<file path="config.mk">
export PLATFORM = sky130hd
export DESIGN_NAME = reg_file_param
export DESIGN_NICKNAME = d
export VERILOG_FILES = /design/src/rtl/reg_file_param.sv
export SDC_FILE = /design/constraint.sdc
export NUM_CORES = 1
export LEC_CHECK = 0
export CORE_MARGIN = 10
export CORE_UTILIZATION = 30
export CTS_BUF_LIST = sky130_fd_sc_hd__clkbuf_16
export CTS_CLUSTER_SIZE = 40
export DETAILED_ROUTE_END_ITERATION = 10
export HOLD_SLACK_MARGIN = 0.1
export PLACE_DENSITY = 0.55
export SYNTH_ARGS = -nofsm -noshare
export SYNTH_HDL_FRONTEND = slang
export SYNTH_SLANG_ARGS = --single-unit
</file>
<file path="constraint.sdc">
create_clock -name clk -period 3.4 [get_ports clk]
set_clock_uncertainty 0.15 [all_clocks]
set_input_delay 0.68 -clock clk [delete_from_list [all_inputs] [get_ports clk]]
set_output_delay 0.68 -clock clk [all_outputs]
set_load 0.02 [all_outputs]
</file>
<file path="src/rtl/reg_file_param.sv">
// Parametrised 2R1W register file with registered reads, optional bypass
// and zero register; a clear sequencer zeroes storage one entry per cycle.
module reg_file_param #(
  parameter int DATA_W   = 8,
  parameter int ADDR_W   = 5,
  parameter int NUM_REGS = 32,
  parameter bit ZERO_REG = 1'b1,
  parameter bit BYPASS   = 1'b1
) (
  input  logic              clk,
  input  logic              rst,
  input  logic              clear,
  input  logic              we,
  input  logic [ADDR_W-1:0] waddr,
  input  logic [DATA_W-1:0] wdata,
  input  logic              re,
  input  logic [ADDR_W-1:0] raddr1,
  input  logic [ADDR_W-1:0] raddr2,
  output logic [DATA_W-1:0] rdata1,
  output logic [DATA_W-1:0] rdata2,
  output logic              rvalid,
  output logic              busy
);

  typedef enum logic {IDLE, CLEAR} state_t;

  localparam logic [ADDR_W:0]   NR   = (ADDR_W+1)'(NUM_REGS);
  localparam logic [ADDR_W-1:0] LAST = ADDR_W'(NUM_REGS-1);

  state_t            state_q, state_d;
  logic [ADDR_W-1:0] ptr_q, ptr_d;
  logic [DATA_W-1:0] mem [NUM_REGS];
  logic              wr_ok;
  logic [DATA_W-1:0] rv1, rv2;

  // Full-width compare so out-of-range addresses never alias.
  function automatic logic in_range(input logic [ADDR_W-1:0] a);
    return {1'b0, a} < NR;
  endfunction

  function automatic logic [DATA_W-1:0] rd_val(
    input logic [ADDR_W-1:0] a
  );
    if (!in_range(a))
      return '0;
    else if (ZERO_REG && a == '0)
      return '0;
    else if (BYPASS && wr_ok && waddr == a)
      return wdata;
    else
      return mem[a];
  endfunction

  assign busy  = (state_q == CLEAR);
  assign wr_ok = (state_q == IDLE) && we && in_range(waddr)
               && !(ZERO_REG && waddr == '0);

  always_comb begin
    rv1 = rd_val(raddr1);
    rv2 = rd_val(raddr2);
  end

  always_comb begin
    state_d = state_q;
    ptr_d   = ptr_q;
    unique case (state_q)
      IDLE: begin
        if (clear) begin
          state_d = CLEAR;
          ptr_d   = '0;
        end
      end
      CLEAR: begin
        ptr_d = ptr_q + ADDR_W'(1);
        if (ptr_q == LAST) begin
          state_d = IDLE;
          ptr_d   = '0;
        end
      end
      default: begin
        state_d = CLEAR;
        ptr_d   = '0;
      end
    endcase
  end

  always_ff @(posedge clk or posedge rst) begin
    if (rst) begin
      state_q <= CLEAR;
      ptr_q   <= '0;
    end else begin
      state_q <= state_d;
      ptr_q   <= ptr_d;
    end
  end

  // Storage carries no reset so it can map onto plain RAM.
  always_ff @(posedge clk) begin
    if (state_q == CLEAR)
      mem[ptr_q] <= '0;
    else if (wr_ok)
      mem[waddr] <= wdata;
  end

  always_ff @(posedge clk or posedge rst) begin
    if (rst) begin
      rdata1 <= '0;
      rdata2 <= '0;
      rvalid <= 1'b0;
    end else if (state_q == IDLE && re) begin
      rdata1 <= rv1;
      rdata2 <= rv2;
      rvalid <= 1'b1;
    end else begin
      rvalid <= 1'b0;
    end
  end

endmodule

</file>
==> reports/qor.csv <==
stage,metric,value,unit
run_status,status,"finished, final reports clean",
critical_path,path_class,in2reg,
power,p_leak,5.44,nW
global_routing,grt_max_degree,44,
routing,drc,0,
yosys,syn-cell-area,13400,µm²
routing,num_vias,8221,
sta,drv_slew,0,
global_routing,grt_pass1_wl,57900,µm
placement,post-dp-hpwl,28800,µm
critical_path,reg2reg_slack,920,ps
min_path,whs_path_depth,2,
die,start_util,30.3,%
sta,fin_crit_sh,80.6,%
cts,clock_path_buffers,3,
global_routing,grt_overflow_total,0,
sta,clock.fmax,0.365,GHz
cts,clk_pin_slew,70,ps
yosys,synth_cells,783,
yosys,syn_avg_cell_area,17.1,µm²
global_routing,grt_usage,14.6,%
sta,rsz0062_at_grt,false,
die,fp.dieH,231,µm
yosys,ys_ff_latch,279,
sta,final.min_clock_period,2740,ps
yosys,synthArstFlopShare,8.24,%
sta,setup_viol,0,
cts,cts_sinks,279,
finish,drive_gt1_share,28.7,%
yosys,synth_edf_count,256,
flow_run,maxCapViolations,0,
global_routing,grt_antenna_before_repair,0,
die,coreArea,44200,µm²
placement,port_buffers,45,
finish,antennaDiodeCount,0,
critical_path,cp_max_fo,7,
sta,hold-worst-slack,347,ps
placement,place_congestion,0.876,
finish,finalNonFillerCells,1508,
routing,antenna_left,0,
yosys,ys_types,49,
global_routing,grt_pass1_vias,8320,
critical_path,crit_arrival,3060,ps
cts,cts-htree-levels,1,
sta,finalHoldViolations,0,
die,die_w,231,µm
sta,finalSetupTns,0,ps
yosys,syn-num-nets,813,
die,ioPinCount,46,
placement,place_inst,1458,
power,ir_drop,0.348,mV
cts,clock_latency,580,ps
min_path,hold_class,reg2reg,
sta,tightest_slew,962,ps
yosys,synth_top_area_share,57.4,%
finish,syn2layout_area_growth,20.1,%
cts,cts_root_buf,clkbuf_16,
finish,finalNetCount,927,
routing,drtIter0Drc,734,
yosys,yosysSeqAreaShare,61.7,%
critical_path,worstSetupEndpointType,flop,
die,dieArea,53500,µm²
routing,via_per_inst,5.45,
routing,dr.pass1.iters,5,
cts,cts_tree,done,
cts,post_cts_buffers,0,
critical_path,startpoint_type,primary input,
critical_path,rr_worst_depth,5,
die,num_rows,77,
cts,hold_buffers,0,
yosys,ys_warn_count,0,
yosys,synth_top_flop_cell,edfxtp_1,
power,power_density,626,nW/µm²
yosys,synth_top_cell_by_area,edfxtp_1,
cts,post_cts_resized,0,
cts,cts_buffers,29,
yosys,synthTopCellsByArea,"edfxtp_1 (57%), mux4_2 (17%), mux2i_1 (4.3%), dfrtp_1 (4.1%), a22oi_1 (2.1%)",
critical_path,required,3730,ps
routing,wire_per_inst,26.5,µm
routing,routed_wl,39900,µm
sta,slew_headroom,35.4,%
## metal layers
layer | GRT usage [%] | routed length [µm]
met2 | 23.4 | 18800
met5 | 0 | 0
met3 | 1.36 | 2400
met1 | 20.0 | 17200
met4 | 6.08 | 1530
## cells by family (layout without fill, tap and decap cells)
family	count (synthesis)	in the layout	share of synthesized area, %
DFF	279	279	61.7
AOI/OAI and AO/OA	166	166	9.11
muxes	164	164	22.1
and+or+nand+nor	93	93	3.48
buffers and inverters	69	202	2.78
xor gates and xnor gates	10	10	0.654
adders and majority gates	2	2	0.187
## stage by stage
stage          total power [mW]  setup slack, ps  util, %  area (µm²)
2_1_floorplan              5.82              452        -       13400
3_3_place_gp               6.93              185     34.2       15100
3_5_place_dp               6.94              159     34.2       15100
4_1_cts                    10.1              635     36.4       16100
5_1_grt                    10.4              599     36.4       16100
6_report                   10.1              660     36.4       16100
## cell usage after synthesis, types with 12 or more instances
master and n:
a22oi_1 37, a21oi_1 15, o22a_1 14, a21o_1 14, nand2_1 12, mux4_2 104, nor2_1 42, edfxtp_1 256
o221ai_1 28, dfrtp_1 22, clkbuf_1 22, a31oi_1 16, o21ai_0 15, mux2i_1 58, buf_2 22
## critical path, stage by stage
cell	delay, ps
clkdlybuf4s50_1	770
nor2b_1	490
a22oi_1	240
a21oi_1	520
a31oi_1	160
o21ai_0	190
## layout make-up
cell class              instances  area (µm²)
fillers                      4122       28100
multi-input cells             435        4760
clock buffers                  29         726
clock inverters                21         221
repair buffers                144        1340
flip-flops and latches        279        8260
inverters                       8        30.0
well taps                     592         741
## power by group
group | internal, mW | leakage, nW | switching, mW
clock | 1.85 | 0.458 | 1.34
sequential | 4.31 | 2.68 | 0.276
combinational | 0.957 | 2.30 | 1.33
## registers in the layout (all words and copies together) (netlist names)
signal and cells:
busy 1, ptr_q 5, mem 256, rvalid 1
rdata2 8, rdata1 8
## layout by cell type (no fill, tap or decap), types with 4 or more instances in the layout
cell	n
inv_1	8
xnor2_1	8
nand2_1	12
and2_1	10
nor2_1	42
nor2b_1	7
o21ai_1	10
nand2b_1	6
clkdlybuf4s50_1	41
a21o_1	14
mux2i_1	58
mux4_2	104
a22oi_1	37
a21oi_1	15
bufinv_16	4
o22a_1	14
buf_12	13
a32oi_1	9
o21ai_0	15
clkbuf_16	29
edfxtp_1	256
o221ai_1	28
clkinvlp_4	4
dfrtp_1	22
clkinv_1	7
a31oi_1	15
buf_4	88
## path summary, 6_finish.rpt
| check | start | to |
|---|---|---|
| worst max register to register | busy$_DFF_PP1_ | mem[31][2]$_DFFE_PP_ |
| worst max-delay path | raddr1[4] | rdata1[2]$_DFFE_PP0P_ |
| min in group asynchronous | rst | ptr_q[0]$_DFFE_PP0P_ |
| worst min register to register | rdata2[6]$_DFFE_PP0P_ | rdata2[6]$_DFFE_PP0P_ |
| max in group asynchronous | rst | rdata2[3]$_DFFE_PP0P_ |
| worst min-delay path | rdata2[6]$_DFFE_PP0P_ | rdata2[6]$_DFFE_PP0P_ |
No activity file was read; power rests on OpenSTA's default activity.
